File: src/rtl/numbers_hit_mux.sv
// numbers_hit_mux: merges the per-number drawing layer into one request/colour
// pair for the VGA object mux, and turns player-vs-number collisions into at
// most one committed hit per frame. Hit numbers are hidden until clearMask.
//
// Pulse semantics: startOfFrame, clearMask and singleHit are single-cycle,
// active-high strobes. They carry no handshake. An input strobe is acted on at
// the rising edge where it is sampled high, and singleHit is high for exactly
// the one cycle that follows a commit edge.
module numbers_hit_mux #(
    parameter int NUM_COUNT = 12,
    parameter int RGB_W     = 8,
    localparam int IDX_W    = $clog2(NUM_COUNT)
) (
    input  logic                       clk,
    input  logic                       resetN,
    input  logic                       startOfFrame,
    input  logic [NUM_COUNT-1:0]       numbersDR,
    input  logic [NUM_COUNT*RGB_W-1:0] numbersRGB,
    input  logic                       playerDR,
    input  logic                       clearMask,
    output logic                       drawingRequest,
    output logic [RGB_W-1:0]           RGBout,
    output logic                       singleHit,
    output logic [IDX_W-1:0]           hitIndex,
    output logic [NUM_COUNT-1:0]       hitMask,
    output logic                       debug_state
);

    typedef enum logic {
        ARMED   = 1'b0,
        LATCHED = 1'b1
    } state_t;

    state_t               state_q, state_n;
    logic [IDX_W-1:0]     pend_q, pend_n;
    logic [IDX_W-1:0]     idx_n;
    logic [NUM_COUNT-1:0] mask_n;
    logic                 hit_n;

    logic [NUM_COUNT-1:0] visible;
    logic [NUM_COUNT-1:0] coll;
    logic [IDX_W-1:0]     win_idx;
    logic [IDX_W-1:0]     cand_idx;

    assign debug_state = state_q;

    // Hidden numbers drop out of both the picture and collision detection.
    assign visible = numbersDR & ~hitMask;
    assign coll    = visible & {NUM_COUNT{playerDR}};

    // Priority encoders: the lowest set index wins (loop runs high-to-low so
    // the last assignment is the lowest index).
    always_comb begin
        win_idx  = '0;
        cand_idx = '0;
        for (int i = NUM_COUNT - 1; i >= 0; i--) begin
            if (visible[i]) win_idx = IDX_W'(i);
            if (coll[i])    cand_idx = IDX_W'(i);
        end
    end

    // Merged number layer, one cycle behind the inputs.
    always_ff @(posedge clk or negedge resetN) begin
        if (!resetN) begin
            drawingRequest <= 1'b0;
            RGBout         <= '0;
        end else begin
            drawingRequest <= |visible;
            RGBout         <= (|visible) ? numbersRGB[win_idx*RGB_W +: RGB_W] : '0;
        end
    end

    // Hit FSM state and its registered outputs.
    always_ff @(posedge clk or negedge resetN) begin
        if (!resetN) begin
            state_q   <= ARMED;
            pend_q    <= '0;
            singleHit <= 1'b0;
            hitIndex  <= '0;
            hitMask   <= '0;
        end else begin
            state_q   <= state_n;
            pend_q    <= pend_n;
            singleHit <= hit_n;
            hitIndex  <= idx_n;
            hitMask   <= mask_n;
        end
    end

    // Hit FSM next state: clear beats frame start, frame start commits the
    // pending hit and may re-latch for the new frame, otherwise the first
    // collision of the frame is latched and later ones are ignored.
    always_comb begin
        state_n = state_q;
        pend_n  = pend_q;
        idx_n   = hitIndex;
        mask_n  = hitMask;
        hit_n   = 1'b0;
        if (clearMask) begin
            mask_n  = '0;
            state_n = ARMED;
            pend_n  = '0;
        end else if (startOfFrame) begin
            if (state_q == LATCHED) begin
                hit_n          = 1'b1;
                idx_n          = pend_q;
                mask_n[pend_q] = 1'b1;
                state_n        = ARMED;
            end
            if (|coll) begin
                pend_n  = cand_idx;
                state_n = LATCHED;
            end
        end else if (state_q == ARMED && (|coll)) begin
            pend_n  = cand_idx;
            state_n = LATCHED;
        end
    end

endmodule

File: config.mk
export PLATFORM = sky130hd
export DESIGN_NAME = numbers_hit_mux
export DESIGN_NICKNAME = d
export VERILOG_FILES = /design/src/rtl/numbers_hit_mux.sv
export SDC_FILE = /design/constraint.sdc
export NUM_CORES = 1
export LEC_CHECK = 0
export ABC_AREA = 1
export CORE_AREA = 2 2 88 90
export CTS_BUF_LIST = sky130_fd_sc_hd__clkbuf_4 sky130_fd_sc_hd__clkbuf_8 sky130_fd_sc_hd__clkbuf_16
export DETAILED_ROUTE_END_ITERATION = 6
export DIE_AREA = 0 0 90 92
export PLACE_DENSITY = 0.75
export SLEW_MARGIN = 0
export SYNTH_ARGS = -nofsm -noshare
export SYNTH_HDL_FRONTEND = slang
export SYNTH_SLANG_ARGS = --single-unit
File: constraint.sdc
create_clock -name clk -period 1.7 [get_ports clk]
set_input_delay 0.255 -clock clk [delete_from_list [all_inputs] [get_ports clk]]
set_output_delay 0.255 -clock clk [all_outputs]
set_load 0.05 [all_outputs]
[Yosys cells after proc, flatten, opt, wreduce, memory -nomap -nowiden]
Index checks and enable logic that the tools add are counted.
Storage, ports and cells
  register bits: 31
  bits of input ports: 113
  output and inout port bits: 27
  word-level logic and storage cells: 68
Cells by class
  order comparisons: 2
  equality and inequality tests: 1
  shift-type cells: 1
  muxes and demuxes: 41
  bitwise gates (word level): 6
  reduce and logical (&&, ||, !) cells: 10
Operator list (number)
  two-way mux 4 bit: 28
  indexed part select 96 x 8 -> 8 bit: 1
  two-way mux 12 bit: 3
  AND 12 bit: 2
  OR reduction 12 bit: 2
  inverter 12 bit: 1
  bitwise OR 12 bit: 1
  two-way mux 1 bit: 8
  two-way mux 8 bit: 1
  < comparator 4 x 5 -> 1 bit, second input constant: 1
  demux 1 bit (select 4 bit): 1
  greater-or-equal comparator 4 x 1 -> 1 bit, second input constant: 1
  AND reduction 2 bit: 2
  nonzero test 2 bit: 2
  inequality test 3 x 1 -> 1 bit, second input constant: 1
  AND reduction 3 bit: 1
  nonzero test 3 bit: 1
  logical AND 1 bit: 2
  inverter 1 bit: 2

[Logic depth before layout (Yosys ltp)]
Gate-level depths: netlist of the first run.
  depth in word-level cells: 18
  depth in mapped cells: 21
  depth with buffers taken out: 20

[Least setup slack after synthesis of the first run]
No wires, ideal clock.
  path kind: flip-flop to flip-flop
  start: register hitMask[10]
  end: register RGBout[6]
  setup time: 0.113 ns
  data arrival time: 1.895 ns
  data required time: 1.587 ns
  setup slack: -0.307 ns
  cell stages (with the launch flop): 22
  path buffers: 2
  clock period less this slack: 2.007 ns
  cells stage by stage: dfrtp_1 inv_1 nand2_2 nand2_1 nand2_1 nand2_1 nand2_1 nand2_1 nand2_1 nand2_1 nand2_1 nand2_2 nand2_4 buf_8 buf_6 nand3_1 nand3_1 nand3_1 nand2_1 inv_1 nand2_1 inv_1
Between the ends
  word-level cells in the longest chain between the ends: 15
  elaborated cells between the ends (all ways): 16
  those cells by class: 1 x shift; 12 x mux; 2 x bitwise; 1 x reduce/logical
RTL lines
  start, declared: line 25  | output logic [NUM_COUNT-1:0] hitMask,
  start signal, assigned: line 86  | hitMask <= mask_n;
  inverter 12 bit *: line 48  | assign visible = numbersDR & ~hitMask;
  AND 12 bit *: line 48
  two-way mux 4 bit (11 in series): line 57  | if (visible[i]) win_idx = IDX_W'(i);
  indexed part select 96 x 8 -> 8 bit: line 69  | RGBout <= (|visible) ? numbersRGB[win_idx*RGB_W +: RGB_W] : '0;
  two-way mux 8 bit *: line 69
  end signal, assigned: line 69
  end, declared: line 22  | output logic [RGB_W-1:0] RGBout,
Every way passes the cells marked *; elsewhere a longest branch is shown, timed or not.
A chain may end at the register's enable or synchronous reset.

[Worst setup path after layout of the first run]
  start: register hitMask[11]
  end: register RGBout[2]
Between the ends
  word-level cells in the longest chain between the ends: 16
  elaborated cells between the ends (all ways): 17
  those cells by class: 1 x shift; 13 x mux; 2 x bitwise; 1 x reduce/logical
RTL lines (line)
  inverter 12 bit *: 48
  AND 12 bit *: 48
  two-way mux 4 bit (12 in series): 57
  indexed part select 96 x 8 -> 8 bit: 69
  two-way mux 8 bit *: 69
Marked as above.

==> impl_metrics.csv, run 1 <==
group,metric,value,unit
synth,yosys_warnings,0,
detailed_routing,vias_per_cell,4.94,
clock_network,cts_tree,"done",
synth,synth-xor-area-share,0,
clock_network,clockBufferDepth,2,
clock_network,clk_pin_slew,70,ps
worst_setup_path,cp_slowest_cell,"dfrtp_2",
global_routing,grt_max_degree,47,
floorplan,core_area,0.00745,sq mm
global_routing,grt_use_total,0.228,
synth,synth_area_leaders,"dfrtp_1 (31%), nand3_1 (24%), nand2_1 (15%)",
detailed_routing,wl,9.67,mm
final_layout,fillers,676,
placement,portBuffers,139,
worst_setup_path,max_stage_delay,410,ps
placement,dp.cells,655,
global_routing,grt_pass1_wl,15.5,mm
synth,synth-adder-area-share,0,
run,maxCapViolations,0,
final_layout,syn2layout_area_growth,86.8,%
detailed_routing,first_pass_iters,5,
power_and_ir_drop,leakage,2.25,nW
worst_setup_path,cp-start-kind,"flop",
clock_network,clk_latency,290,ps
timing,finalWorstSetupSlack,-268,ps
final_layout,antenna_cells,0,
worst_setup_path,cp-end-kind,"flop",
worst_setup_path,critPathBufInv,3,
timing,setup_violations,9,
timing,timing.hold.ws,358,ps
run_status,status,"finished, violations left",
synth,syn_nets,511,
floorplan,die_x,90,microns
synth,synthMuxAreaShare,0,
timing,tightest_slew,398,ps
power_and_ir_drop,power.density,577,mW/mm^2
synth,synth_top_area_frac,0.312,
floorplan,start_util,0.334,
detailed_routing,via_count,3323,
clock_network,cts_buffers,5,
placement,hpwl,7.14,mm
final_layout,drive_gt1_frac,0.293,
final_layout,multi_input_area,0.00153,sq mm
floorplan,io_pins,140,
final_layout,register_area,791,sq um
clock_network,clock_sinks,31,
final_layout,layoutNonFillerInstCount,672,
worst_setup_path,crit_chain,"nor2_2 > nand2_1 > nand2_1 > nand2_1 > nand2_1 > nand2_1 > nand2_1 > nand2_1 > nand2_1 > nand2_2 > nand2_4 > nand2_8 > buf_12 > buf_16 > nand2_4 > nand3_2 > nand3_2 > nand3_2 > nand2_2 > inv_2",
placement,post_dp_cell_area,0.00416,sq mm
synth,synth_cells,398,
timing,maxSlewViolCount,0,
timing,max_clock_freq,508,MHz
final_layout,fin_nets,682,
clock_network,htree_levels,2,
synth,synth_seq_area_share,0.312,
timing,skew,10.9,ps
worst_setup_path,crit_path_frequent_cell,"nand2_1",
run_status,violations,"setup timing",
worst_setup_path,critical-path-top-delay-family,"simple AND/OR/NAND/NOR gates",
clock_network,cts-root-buf,"clkbuf_8",
synth,synth_compound_area_frac,0.0660,
detailed_routing,drcViolationCount,0,
min_path,hp-class,"in2async",
placement,gp_congestion,0.902,
global_routing,overflow,0,
final_layout,utilization,0.623,
placement,pre_cts_ws,-647,ps
synth,synth_top_cell_by_area,"dfrtp_1",
global_routing,grt_pass1_vias,3296,
final_layout,final_cell_area,0.00464,sq mm
floorplan,std_cell_rows,32,
timing,hold_viol_final,0,
detailed_routing,wire_per_inst,14.4,microns
synth,yosys.area_share.simple,0.459,
timing,slew_headroom,0.735,
timing,rsz0062_at_grt,"yes",
synth,ys_ff_latch,31,
worst_setup_path,crit_type,"reg2reg",
timing,fin_crit_sh,1.16,
timing,post-route-min-period,1970,ps
synth,synth_top_family_by_area,"simple AND/OR/NAND/NOR gates",
synth,netlist_area,0.00248,sq mm
worst_setup_path,worstPathArrival,2160,ps
power_and_ir_drop,vdd_ir_drop_max,295,uV
worst_setup_path,critPathRequiredTime,1890,ps
synth,synth.avg_cell_area,6.24,sq um
detailed_routing,drtAntennaViolNets,0,
floorplan,dieArea,0.00828,sq mm
detailed_routing,drtIter0Drc,185,
clock_network,cts_hold_buf,0,
floorplan,die_y,92,microns
worst_setup_path,path_max_fanout,7,
global_routing,antenna_found_initial,0,
timing,setup-tns-final,-1940,ps
power_and_ir_drop,total_power,2.68,mW
synth,ys_types,23,
-- what timing repair did --
action	4_1_cts	5_1_grt
resized for setup	28	33
pin swaps	11	16
setup endpoints to repair	8	12
setup buffers	5	0
cloned	4	1
-- layout make-up --
class / instances / area share
tap: 102 / 0.0275
timing repair buffer: 184 / 0.391
inverter: 73 / 0.0596
multi-input combinational: 274 / 0.330
sequential: 31 / 0.170
clock inverter: 1 / 0.00108
clock buffer: 7 / 0.0194
-- path summary, 6_finish.rpt --
path                       slack (ps)   startpoint  cells past startpoint          end
max                              -270  hitMask[11]                     20    RGBout[2]
min                               360       resetN                      2  hitMask[10]
max reg2reg                      -270  hitMask[11]                     20    RGBout[2]
min reg2reg                       500  hitIndex[3]                      2  hitIndex[3]
max in group asynchronous        1020       resetN                      2   hitMask[1]
min in group clk                  500  hitIndex[3]                      2  hitIndex[3]
-- report_power, final --
| part | switching (mW) | total (mW) | leakage [nW] | internal [mW] |
|---|---|---|---|---|
| clock | 0.285 | 0.628 | 0.0517 | 0.342 |
| combinational | 0.654 | 1.23 | 1.81 | 0.579 |
| sequential | 0.0257 | 0.815 | 0.386 | 0.789 |
| total | 0.965 | 2.68 | 2.25 | 1.71 |
-- sequential cells by signal (all words and copies together), names as in the netlist --
name / flops
hitIndex: 4
debug_state: 1
hitMask: 12
RGBout: 8
pend_q: 4
singleHit: 1
drawingRequest: 1
-- cells in the mapped netlist (all sizes together) --
cell type and n:
nand2 102, nand3 119, dfrtp 31, buf 13, nand4 2, nor2 13, o22ai 10, inv 73
a21oi 2, o21ai 10, o21bai 1, a22oi 3, nor3 5, nand3b 7, clkbuf 7
-- placed cells by master (no fill, tap or decap), drive strengths merged --
| cell type | netlist | layout |
|---|---|---|
| o21bai | 1 | 1 |
| nor3 | 5 | 5 |
| o21ai | 10 | 10 |
| o22ai | 10 | 10 |
| dlygate4sd2 | 0 | 1 |
| nand3b | 7 | 7 |
| nand4 | 2 | 2 |
| clkdlybuf4s50 | 0 | 111 |
| a21oi | 2 | 2 |
| nand2 | 102 | 102 |
| nor2 | 13 | 13 |
| buf | 13 | 71 |
| dfrtp | 31 | 31 |
| a22oi | 3 | 3 |
| clkbuf | 7 | 8 |
| nand3 | 119 | 119 |
| clkinv | 0 | 1 |
| inv | 73 | 73 |
-- metal layers --
layer,wire length (microns),track usage
met5,0,0
met4,316,0.0885
met3,793,0.0698
met1,3900,0.281
met2,4650,0.375
-- logic make-up after synthesis --
logic type	count (synthesis)
buf+inv	93
flops	31
simple gates	248
compound gates	26
Note: power is estimated with default switching activity, not from simulation.
==> run 2: changes to the inputs <==
--- a/config.mk
+++ b/config.mk
@@ -5,11 +5,10 @@
 export SDC_FILE = /design/constraint.sdc
 export NUM_CORES = 1
 export LEC_CHECK = 0
-export ABC_AREA = 1
-export CORE_AREA = 2 2 88 90
+export CORE_AREA = 2 2 86 88
 export CTS_BUF_LIST = sky130_fd_sc_hd__clkbuf_4 sky130_fd_sc_hd__clkbuf_8 sky130_fd_sc_hd__clkbuf_16
 export DETAILED_ROUTE_END_ITERATION = 6
-export DIE_AREA = 0 0 90 92
+export DIE_AREA = 0 0 88 90
 export PLACE_DENSITY = 0.75
 export SLEW_MARGIN = 0
 export SYNTH_ARGS = -nofsm -noshare
==> run 2 against run 1 <==
  * The run still ends with setup timing left
  * Final area fell by 0.32%
  * First-iteration DRC count fell by 8.6%
  * Via count down 14%
  * Sequential cell count did not move
  * Largest cell class unchanged
  * Total power down 3.3%
  * Setup slack lost 180 ps
  * Synthesized cell count fell by 36%
  * Area after synthesis shrank 7.8%
  * Register-to-register slack lost 180 ps
  * Count of clock-buffer cells in the layout down 2
  * Critical endpoint is now RGBout[5]
==> impl_metrics.csv, run 2 <==
group,metric,value,unit
run_status,status,"finished, violations left",
run_status,violations,"setup timing",
floorplan,dieArea,0.00792,sq mm
final_layout,top_register,"hitMask",
power_and_ir_drop,total_power,2.59,mW
final_layout,layoutNonFillerInstCount,556,
timing,skew,10.1,ps
timing,slew_headroom,0.642,
detailed_routing,drtAntennaViolNets,0,
timing,maxSlewViolCount,0,
detailed_routing,vias_per_cell,5.13,
floorplan,die_x,88,microns
synth,ys_ff_latch,31,
synth,syn_nets,366,
clock_network,htree_levels,2,
final_layout,top_regs,"hitMask x12, RGBout x8",
power_and_ir_drop,power.density,560,mW/mm^2
worst_setup_path,critPathBufInv,0,
timing,max_clock_freq,466,MHz
final_layout,largest_reg_flops,12,
worst_setup_path,critPathRequiredTime,1870,ps
synth,synth_cells,253,
detailed_routing,drcViolationCount,0,
placement,hpwl,7.51,mm
final_layout,utilization,0.659,
final_layout,final_cell_area,0.00462,sq mm
worst_setup_path,critical-path-top-delay-family,"compound AO/OA/AOI/OAI gates",
floorplan,std_cell_rows,31,
clock_network,cts_buffers,5,
global_routing,grt_pass1_wl,14.9,mm
detailed_routing,wl,9.94,mm
synth,synth_top_area_frac,0.339,
clock_network,clk_latency,300,ps
clock_network,cts-root-buf,"clkbuf_8",
synth,synth_top_cells_by_count,"nand2_1 (34), dfrtp_1 (31), inv_1 (14), o22ai_1 (12), mux2i_1 (11)",
placement,post_dp_cell_area,0.00422,sq mm
timing,hold_viol_final,0,
detailed_routing,drtIter0Drc,169,
timing,post-route-min-period,2150,ps
placement,pre_cts_ws,-1010,ps
global_routing,overflow,0,
floorplan,start_util,0.326,
final_layout,fin_nets,569,
detailed_routing,via_count,2854,
synth,yosys_warnings,0,
synth,synth_seq_area_share,0.339,
synth,synth_top_cell_by_area,"dfrtp_1",
global_routing,grt_max_degree,32,
synth,synth-edff-count,0,
run,maxCapViolations,0,
power_and_ir_drop,vdd_ir_drop_max,300,uV
synth,synth_flop_cell,"dfrtp_1",
global_routing,grt_pass1_vias,2855,
final_layout,syn2layout_area_growth,102,%
timing,finalWorstSetupSlack,-445,ps
timing,setup_violations,11,
placement,dp.cells,535,
timing,setup-tns-final,-3650,ps
clock_network,clk_pin_slew,90,ps
worst_setup_path,worstPathArrival,2310,ps
synth,synth_area_leaders,"dfrtp_1 (34%), nand2_1 (5.6%), mux2i_1 (4.8%)",
timing,tightest_slew,535,ps
synth,ys_types,46,
final_layout,final_common_cell,"clkdlybuf4s50_1",
worst_setup_path,cp-end-kind,"flop",
worst_setup_path,crit_chain,"nor2b_4 > nor2b_2 > o31ai_4 > nand2_4 > mux2_2 > a221oi_2 > o2111ai_2",
worst_setup_path,crit_type,"reg2reg",
clock_network,clock_sinks,31,
placement,gp_congestion,0.900,
floorplan,core_area,0.00702,sq mm
timing,timing.hold.ws,356,ps
global_routing,antenna_found_initial,0,
clock_network,clockBufferDepth,2,
clock_network,cts_tree,"done",
timing,fin_crit_sh,1.26,
final_layout,final_cell_mix,"clkdlybuf4s50_1 (107), buf_4 (89), nand2_1 (31)",
synth,async_flop_share,1.00,
worst_setup_path,max_stage_delay,440,ps
worst_setup_path,cp-start-kind,"flop",
floorplan,io_pins,140,
final_layout,antenna_cells,0,
final_layout,drive_gt1_frac,0.405,
min_path,hp-class,"in2async",
placement,portBuffers,139,
synth,post-synth-top-count-cell,"nand2_1",
synth,netlist_area,0.00229,sq mm
worst_setup_path,reg2reg_slack,-450,ps
clock_network,cts_hold_buf,0,
worst_setup_path,cp_slowest_cell,"dfrtp_2",
detailed_routing,wire_per_inst,17.9,microns
global_routing,grt_use_total,0.243,
synth,synth.avg_cell_area,9.05,sq um
power_and_ir_drop,leakage,1.94,nW
worst_setup_path,path_max_fanout,6,
timing,rsz0062_at_grt,"yes",
floorplan,die_y,90,microns
detailed_routing,first_pass_iters,4,
-- run 2: cell types whose count changed in the layout (fill, tap and decap cells not counted), sizes merged, moves of 9 or more --
cell / previous run / this run
mux2: 0 / 14
o21ai: 10 / 1
nor2b: 0 / 12
mux2i: 0 / 11
nand2: 102 / 36
inv: 73 / 15
nand3: 119 / 6
buf: 71 / 98
nand2b: 0 / 10
-- run 2: timing repair --
action                                  in CTS  in global routing
gates cloned                                 1                  0
pin swaps                                   20                  5
endpoints found under the setup margin      11                 13
buffers inserted                            12                  0
gates resized for setup                     43                  7
-- run 2: per-layer routing --
layer / GRT usage / up-vias / wire length [microns]
met3: 0.0367 / 25 / 584
met1: 0.333 / 1365 / 4220
met2: 0.383 / 108 / 4810
li1: - / 1356 / -
met5: 0 / - / 0
met4: 0.0923 / 0 / 323
-- run 2: cell type report --
cell class / instances / area (sq um)
Sequential cell: 31 / 792
Fill cell: 574 / 2400
Inverter: 14 / 52.6
Timing Repair Buffer: 210 / 1910
Clock inverter: 3 / 23.8
Multi-Input combinational cell: 194 / 1650
Clock buffer: 5 / 68.8
Tap cell: 99 / 124
-- run 2: path summary, 6_finish.rpt --
| path | start | endpoint | depth (start not counted) |
|---|---|---|---|
| min in group clk | hitIndex[0] | hitIndex[0] | 2 |
| max in group asynchronous | resetN | debug_state | 2 |
| max reg2reg | hitMask[7] | RGBout[5] | 7 |
| max | hitMask[7] | RGBout[5] | 7 |
| min | resetN | RGBout[3] | 2 |
| min reg2reg | hitIndex[0] | hitIndex[0] | 2 |
-- run 2: where the power goes --
group          internal (mW)  switching (mW)  total, mW
combinational          0.590           0.540       1.13
clock                  0.293           0.350      0.643
sequential             0.788          0.0267      0.814
-- run 2: cell families after synthesis --
| group | share of synthesized area |
|---|---|
| DFF | 0.339 |
| muxes | 0.124 |
| and+or+nand+nor | 0.236 |
| AOI/OAI and AO/OA | 0.239 |
| buffers and inverters | 0.0634 |
==> run 3: changes to the inputs <==
--- a/config.mk
+++ b/config.mk
@@ -9,6 +9,7 @@
 export CTS_BUF_LIST = sky130_fd_sc_hd__clkbuf_4 sky130_fd_sc_hd__clkbuf_8 sky130_fd_sc_hd__clkbuf_16
 export DETAILED_ROUTE_END_ITERATION = 6
 export DIE_AREA = 0 0 88 90
+export HOLD_SLACK_MARGIN = 0.12
 export PLACE_DENSITY = 0.75
 export SLEW_MARGIN = 0
 export SYNTH_ARGS = -nofsm -noshare
==> results of run 3 <==
No change in the layout: final DEF, timing and power equal those of run 2.
